## src/rtl/regfile_wb_scheduler.sv

```systemverilog
// rtl/regfile_wb_scheduler.sv - register scoreboard with mem/ALU writeback arbitration
module regfile_wb_scheduler #(
  parameter int XLEN = 32,
  parameter int NREG = 32
) (
  input  logic            clk,
  input  logic            rst,
  input  logic            issue_valid,
  input  logic [4:0]      Ra,
  input  logic [4:0]      Rb,
  input  logic [4:0]      issue_rd,
  input  logic            issue_wb,
  output logic            IF_ID_Write,
  input  logic            alu_wb_valid,
  input  logic [4:0]      alu_wb_rd,
  input  logic [XLEN-1:0] alu_wb_data,
  output logic            alu_wb_ready,
  input  logic            mem_wb_valid,
  input  logic [4:0]      mem_wb_rd,
  input  logic [XLEN-1:0] mem_wb_data,
  output logic            reg_wr,
  output logic [4:0]      reg_write_addr,
  output logic [XLEN-1:0] reg_write_data,
  output logic [5:0]      pending_cnt
);

  typedef enum logic {
    BUF_EMPTY = 1'b0,
    BUF_FULL  = 1'b1
  } buf_state_e;

  buf_state_e      buf_state_q, buf_state_d;
  logic [4:0]      buf_rd_q, buf_rd_d;
  logic [XLEN-1:0] buf_data_q, buf_data_d;
  logic [NREG-1:0] pending_q, pending_d;
  logic            reg_wr_q, reg_wr_d;
  logic [4:0]      addr_q, addr_d;
  logic [XLEN-1:0] data_q, data_d;
  logic [5:0]      cnt_q, cnt_d;

  logic            hazard;
  logic            issue_set;
  logic            commit_en;
  logic [4:0]      commit_rd;
  logic [XLEN-1:0] commit_data;

  function automatic logic is_pending(input logic [NREG-1:0] vec, input logic [4:0] a);
    return (a != 5'd0) && (int'(a) < NREG) && vec[a];
  endfunction

  // Hazard looks only at the pre-edge scoreboard, so a same-cycle commit never bypasses a stall.
  always_comb begin
    hazard = issue_valid & (is_pending(pending_q, Ra) | is_pending(pending_q, Rb) |
                            (issue_wb & is_pending(pending_q, issue_rd)));
  end

  assign IF_ID_Write  = ~hazard;
  assign alu_wb_ready = (buf_state_q == BUF_EMPTY);
  assign issue_set    = issue_valid & ~hazard & issue_wb & (issue_rd != 5'd0);

  // Writeback select: mem first, then the parked ALU entry, then a fresh ALU request.
  always_comb begin
    buf_state_d = buf_state_q;
    buf_rd_d    = buf_rd_q;
    buf_data_d  = buf_data_q;
    commit_en   = 1'b0;
    commit_rd   = 5'd0;
    commit_data = '0;
    if (mem_wb_valid) begin
      commit_en   = 1'b1;
      commit_rd   = mem_wb_rd;
      commit_data = mem_wb_data;
      if (alu_wb_valid && buf_state_q == BUF_EMPTY) begin
        buf_state_d = BUF_FULL;
        buf_rd_d    = alu_wb_rd;
        buf_data_d  = alu_wb_data;
      end
    end else if (buf_state_q == BUF_FULL) begin
      commit_en   = 1'b1;
      commit_rd   = buf_rd_q;
      commit_data = buf_data_q;
      buf_state_d = BUF_EMPTY;
    end else if (alu_wb_valid) begin
      commit_en   = 1'b1;
      commit_rd   = alu_wb_rd;
      commit_data = alu_wb_data;
    end
  end

  always_comb begin
    pending_d = pending_q;
    reg_wr_d  = 1'b0;
    addr_d    = addr_q;
    data_d    = data_q;
    if (commit_en && commit_rd != 5'd0) begin
      reg_wr_d = 1'b1;
      addr_d   = commit_rd;
      data_d   = commit_data;
      if (int'(commit_rd) < NREG) begin
        pending_d[commit_rd] = 1'b0;
      end
    end
    // Applied after the clear so a same-edge set always wins.
    if (issue_set && int'(issue_rd) < NREG) begin
      pending_d[issue_rd] = 1'b1;
    end
    pending_d[0] = 1'b0;
  end

  always_comb begin
    cnt_d = 6'd0;
    for (int i = 0; i < NREG; i++) begin
      cnt_d = cnt_d + 6'(pending_d[i]);
    end
  end

  always_ff @(posedge clk or negedge rst) begin
    if (!rst) begin
      buf_state_q <= BUF_EMPTY;
      buf_rd_q    <= 5'd0;
      buf_data_q  <= '0;
      pending_q   <= '0;
      reg_wr_q    <= 1'b0;
      addr_q      <= 5'd0;
      data_q      <= '0;
      cnt_q       <= 6'd0;
    end else begin
      buf_state_q <= buf_state_d;
      buf_rd_q    <= buf_rd_d;
      buf_data_q  <= buf_data_d;
      pending_q   <= pending_d;
      reg_wr_q    <= reg_wr_d;
      addr_q      <= addr_d;
      data_q      <= data_d;
      cnt_q       <= cnt_d;
    end
  end

  assign reg_wr         = reg_wr_q;
  assign reg_write_addr = addr_q;
  assign reg_write_data = data_q;
  assign pending_cnt    = cnt_q;

endmodule
```

## config.mk

```make
export PLATFORM = sky130hd
export DESIGN_NAME = regfile_wb_scheduler
export DESIGN_NICKNAME = d
export VERILOG_FILES = /design/src/rtl/regfile_wb_scheduler.sv
export SDC_FILE = /design/constraint.sdc
export NUM_CORES = 1
export LEC_CHECK = 0
export CORE_MARGIN = 2
export CORE_UTILIZATION = 50
export CTS_CLUSTER_SIZE = 40
export DETAILED_ROUTE_END_ITERATION = 16
export PLACE_DENSITY = 0.89
export RECOVER_POWER = 100
export SYNTH_ARGS = -nofsm -noshare
export SYNTH_HDL_FRONTEND = slang
export SYNTH_SLANG_ARGS = --single-unit
```

## constraint.sdc

```tcl
create_clock -name clk -period 6.7 [get_ports clk]
set_input_delay 0.67 -clock clk [delete_from_list [all_inputs] [get_ports clk]]
set_output_delay 0.67 -clock clk [all_outputs]
set_load 0.005 [all_outputs]
```

==> impl_metrics.csv <==
group,metric,value,unit
run_status,failed_checks,"capacitance limit, slew limit",
cells_and_area,regArea,0.00283,mm²
place,place_area,0.00900,mm²
timing,setup_viol,0,
run_status,status,"finished, violations left",
clocking,cts_root_buffer,"clkbuf_16",
floorplanning,rows,43,
synth,async_reset_ff_frac,1.00,
synth,yosysSeqAreaShare,0.406,
timing,timing.setup.tns,0,ps
worst_setup_path,crit_path_start,"Ra[1]",
global_routing,grt_max_degree,60,
clocking,insertion_delay,420,ps
worst_setup_path,worstSetupEndpointType,"register",
timing,skew,7.01,ps
floorplanning,fp.coreArea,0.0137,mm²
synth,ys_seq_elements,113,
synth,synthTopCellsByCount,"dfrtp_1, mux2_2, o21ai_0",
timing,period_needed,6450,ps
clocking,path_clk_slew,50,ps
timing,rsz0062_at_grt,"false",
clocking,cts_hold_buf,0,
cells_and_area,post-route-util,0.711,
min_path,worstHoldStart,"reg_write_addr[3]",
detailed_routing,wl_met2,10.8,mm
worst_setup_path,ff2ff_setup_slack,280,ps
job,max-cap-violations,2,
global_routing,grt_pass1_vias,6677,
cells_and_area,design_area,0.00976,mm²
detailed_routing,first_iter_violations,401,
power,p_leak,4.34,nW
cells_and_area,area_growth_syn_to_layout,40.1,%
synth,synth_edf_count,0,
worst_setup_path,startpoint_type,"input port",
place,port_buffers,140,
timing,slew-limit-headroom,-0.929,
global_routing,grt_pass1_wl,35.7,mm
power,p_total,0.00250,W
place,dp_cells,998,
detailed_routing,wl_met1,8.44,mm
floorplanning,die-area,0.0149,mm²
synth,synth_top_area_frac,0.406,
power,ir_drop,187,µV
synth,ys_top_cells_by_area,"dfrtp_1, mux2_2, fa_1, o21ai_0, a22oi_1",
worst_setup_path,reg2regPathDepth,22,
clocking,ctsHtreeMaxLevel,4,
synth,syn_nets,768,
detailed_routing,routed-wl-met3,1.86,mm
floorplanning,io-pin-count,141,
cells_and_area,multi_input_area,0.00387,mm²
timing,fmax,155,MHz
floorplanning,die_height,122,µm
synth,synth-main-ff-cell,"dfrtp_1",
detailed_routing,antenna_left,0,
clocking,clock-sinks,113,
worst_setup_path,worstPathMaxFanout,8,
detailed_routing,wl,22.1,mm
global_routing,overflow,0,
cells_and_area,drive_gt1_frac,0.269,
detailed_routing,highest_layer,"met4",
cells_and_area,final_nets,974,
worst_setup_path,r2r-end,"pending_cnt[4]",
floorplanning,start_util,0.508,
worst_setup_path,r2r-start,"pending_q[16]",
global_routing,antenna_found_initial,1,
synth,synth_area_per_cell,10.8,µm²
detailed_routing,firstDrtPassIters,5,
clocking,cts_buffer_depth,2,
synth,synth_warnings,0,
synth,syn_area,0.00696,mm²
detailed_routing,vias,6241,
worst_setup_path,endpoint,"pending_cnt[4]",
timing,hold_viol,0,
cells_and_area,fill_cells,961,
synth,yosys.area.top_type,"dfrtp_1",
global_routing,grt_use_total,0.317,
synth,synth.most_common_cell,"dfrtp_1",
clocking,cts_buffers,17,
min_path,hp-class,"reg2reg",
power,p_per_area,256,mW/mm²
place,dp_hpwl,15.6,mm
floorplanning,die_w,122,µm
timing,tightestPinTransition,2890,ps
detailed_routing,drc_errors,0,
worst_setup_path,path_class,"in2reg",
worst_setup_path,crit_arrival,6780,ps
timing,fin_crit_sh,0.962,
place,place_congestion,1.03,
detailed_routing,viasPerCell,5.98,
synth,syn_inst,643,
timing,drv_slew,87,
clocking,cts_tree,"built",
synth,yosysUniqueCellTypes,56,
detailed_routing,wl_per_cell,21.2,µm
cells_and_area,fin_cells,1043,
worst_setup_path,worstPathRequired,7040,ps
==> worst max-delay path, cell delays in order <==
cell      delay [ps]
clkbuf_2         110
buf_6            130
clkbuf_1         190
nor2b_1          240
a22oi_2           80
o41ai_1          610
nor4_4           120
nand4_4          160
buf_12           140
buf_4            120
o21a_1           150
fa_1             450
fa_1             540
inv_2             50
fa_1             500
fa_2             460
fa_1             530
fa_1             430
inv_2             70
fa_1             170
inv_2             50
fa_2             330
a21o_1           200
a21oi_2          140
xnor2_1          130
==> stage by stage <==
step	setup WS (ps)	hold slack, ps
2_1_floorplan	121	374
3_3_place_gp	-441	488
3_5_place_dp	-542	493
4_1_cts	4.93	312
5_1_grt	9.82	517
6_report	253	497
==> where the power goes <==
group	internal (W)	switching, W	leakage, nW
registers	0.000781	0.0000697	1.42
logic	0.000377	0.000357	2.64
clock network	0.000584	0.000330	0.283
total	0.00174	0.000756	4.34
==> registers in the layout (all words and copies together) (netlist names) <==
register	cells
pending_cnt	6
reg_write_data	32
buf_data_q	32
buf_rd_q	5
pending_q	31
buf_state_q	1
reg_wr	1
reg_write_addr	5
==> how the worst min path moves through the flow <==
stage | endpoint | slack (ps) | cells past startpoint
CTS | reg_write_data[19] | 310 | 1
finish | reg_write_addr[3] | 500 | 1
global route | reg_write_data[19] | 520 | 1
floorplan | buf_data_q[0] | 370 | 0
global placement | buf_data_q[17] | 490 | 1
detailed placement | buf_rd_q[2] | 490 | 1
==> metal layers <==
layer / vias to the layer above / track usage
met5: - / 0
met4: 0 / 0.154
met3: 79 / 0.0815
met2: 308 / 0.519
met1: 3084 / 0.391
li1: 2770 / -
==> timing repair <==
item                       in CTS  in global routing
buffers inserted                8                  4
resized for setup              35                 16
gates cloned                    2                  0
setup endpoints to repair       2                  5
pin swaps                      21                 27
==> layout make-up <==
class                      instances  area share
antenna                            1    0.000257
clock buffer                      19      0.0444
clock inverter                    13      0.0167
inverter                          32      0.0123
multi-input combinational        451       0.397
sequential                       113       0.290
tap                              180      0.0231
timing repair buffer             234       0.217
==> layout by cell type, fill, tap and decap left out, types with 5 or more instances in the layout <==
cell type	n
inv_1	26
nand2b_1	12
buf_4	77
dlygate4sd3_1	45
dfrtp_1	113
nor2_1	11
mux2_2	72
o31ai_1	20
o31a_1	14
clkbuf_1	11
mux4_2	8
o21a_1	8
nand2_1	51
mux2i_1	25
o21ai_1	7
o21ai_0	69
fa_1	20
ha_1	7
inv_2	6
clkbuf_16	17
nor2b_1	12
a21o_1	5
nand3b_1	9
clkdlybuf4s50_1	82
a22oi_1	34
==> logic make-up (layout without fill, tap and decap cells) <==
group	after synthesis	after routing	synth area share
AOI/OAI and AO/OA	190	190	0.187
xor gates and xnor gates	3	3	0.00377
adders and majority gates	30	30	0.0787
buffers and inverters	79	298	0.0492
DFF	113	113	0.406
muxes	107	107	0.181
other	0	1	0
and+or+nand+nor	121	121	0.0938
(Power assumes the default switching activity.)
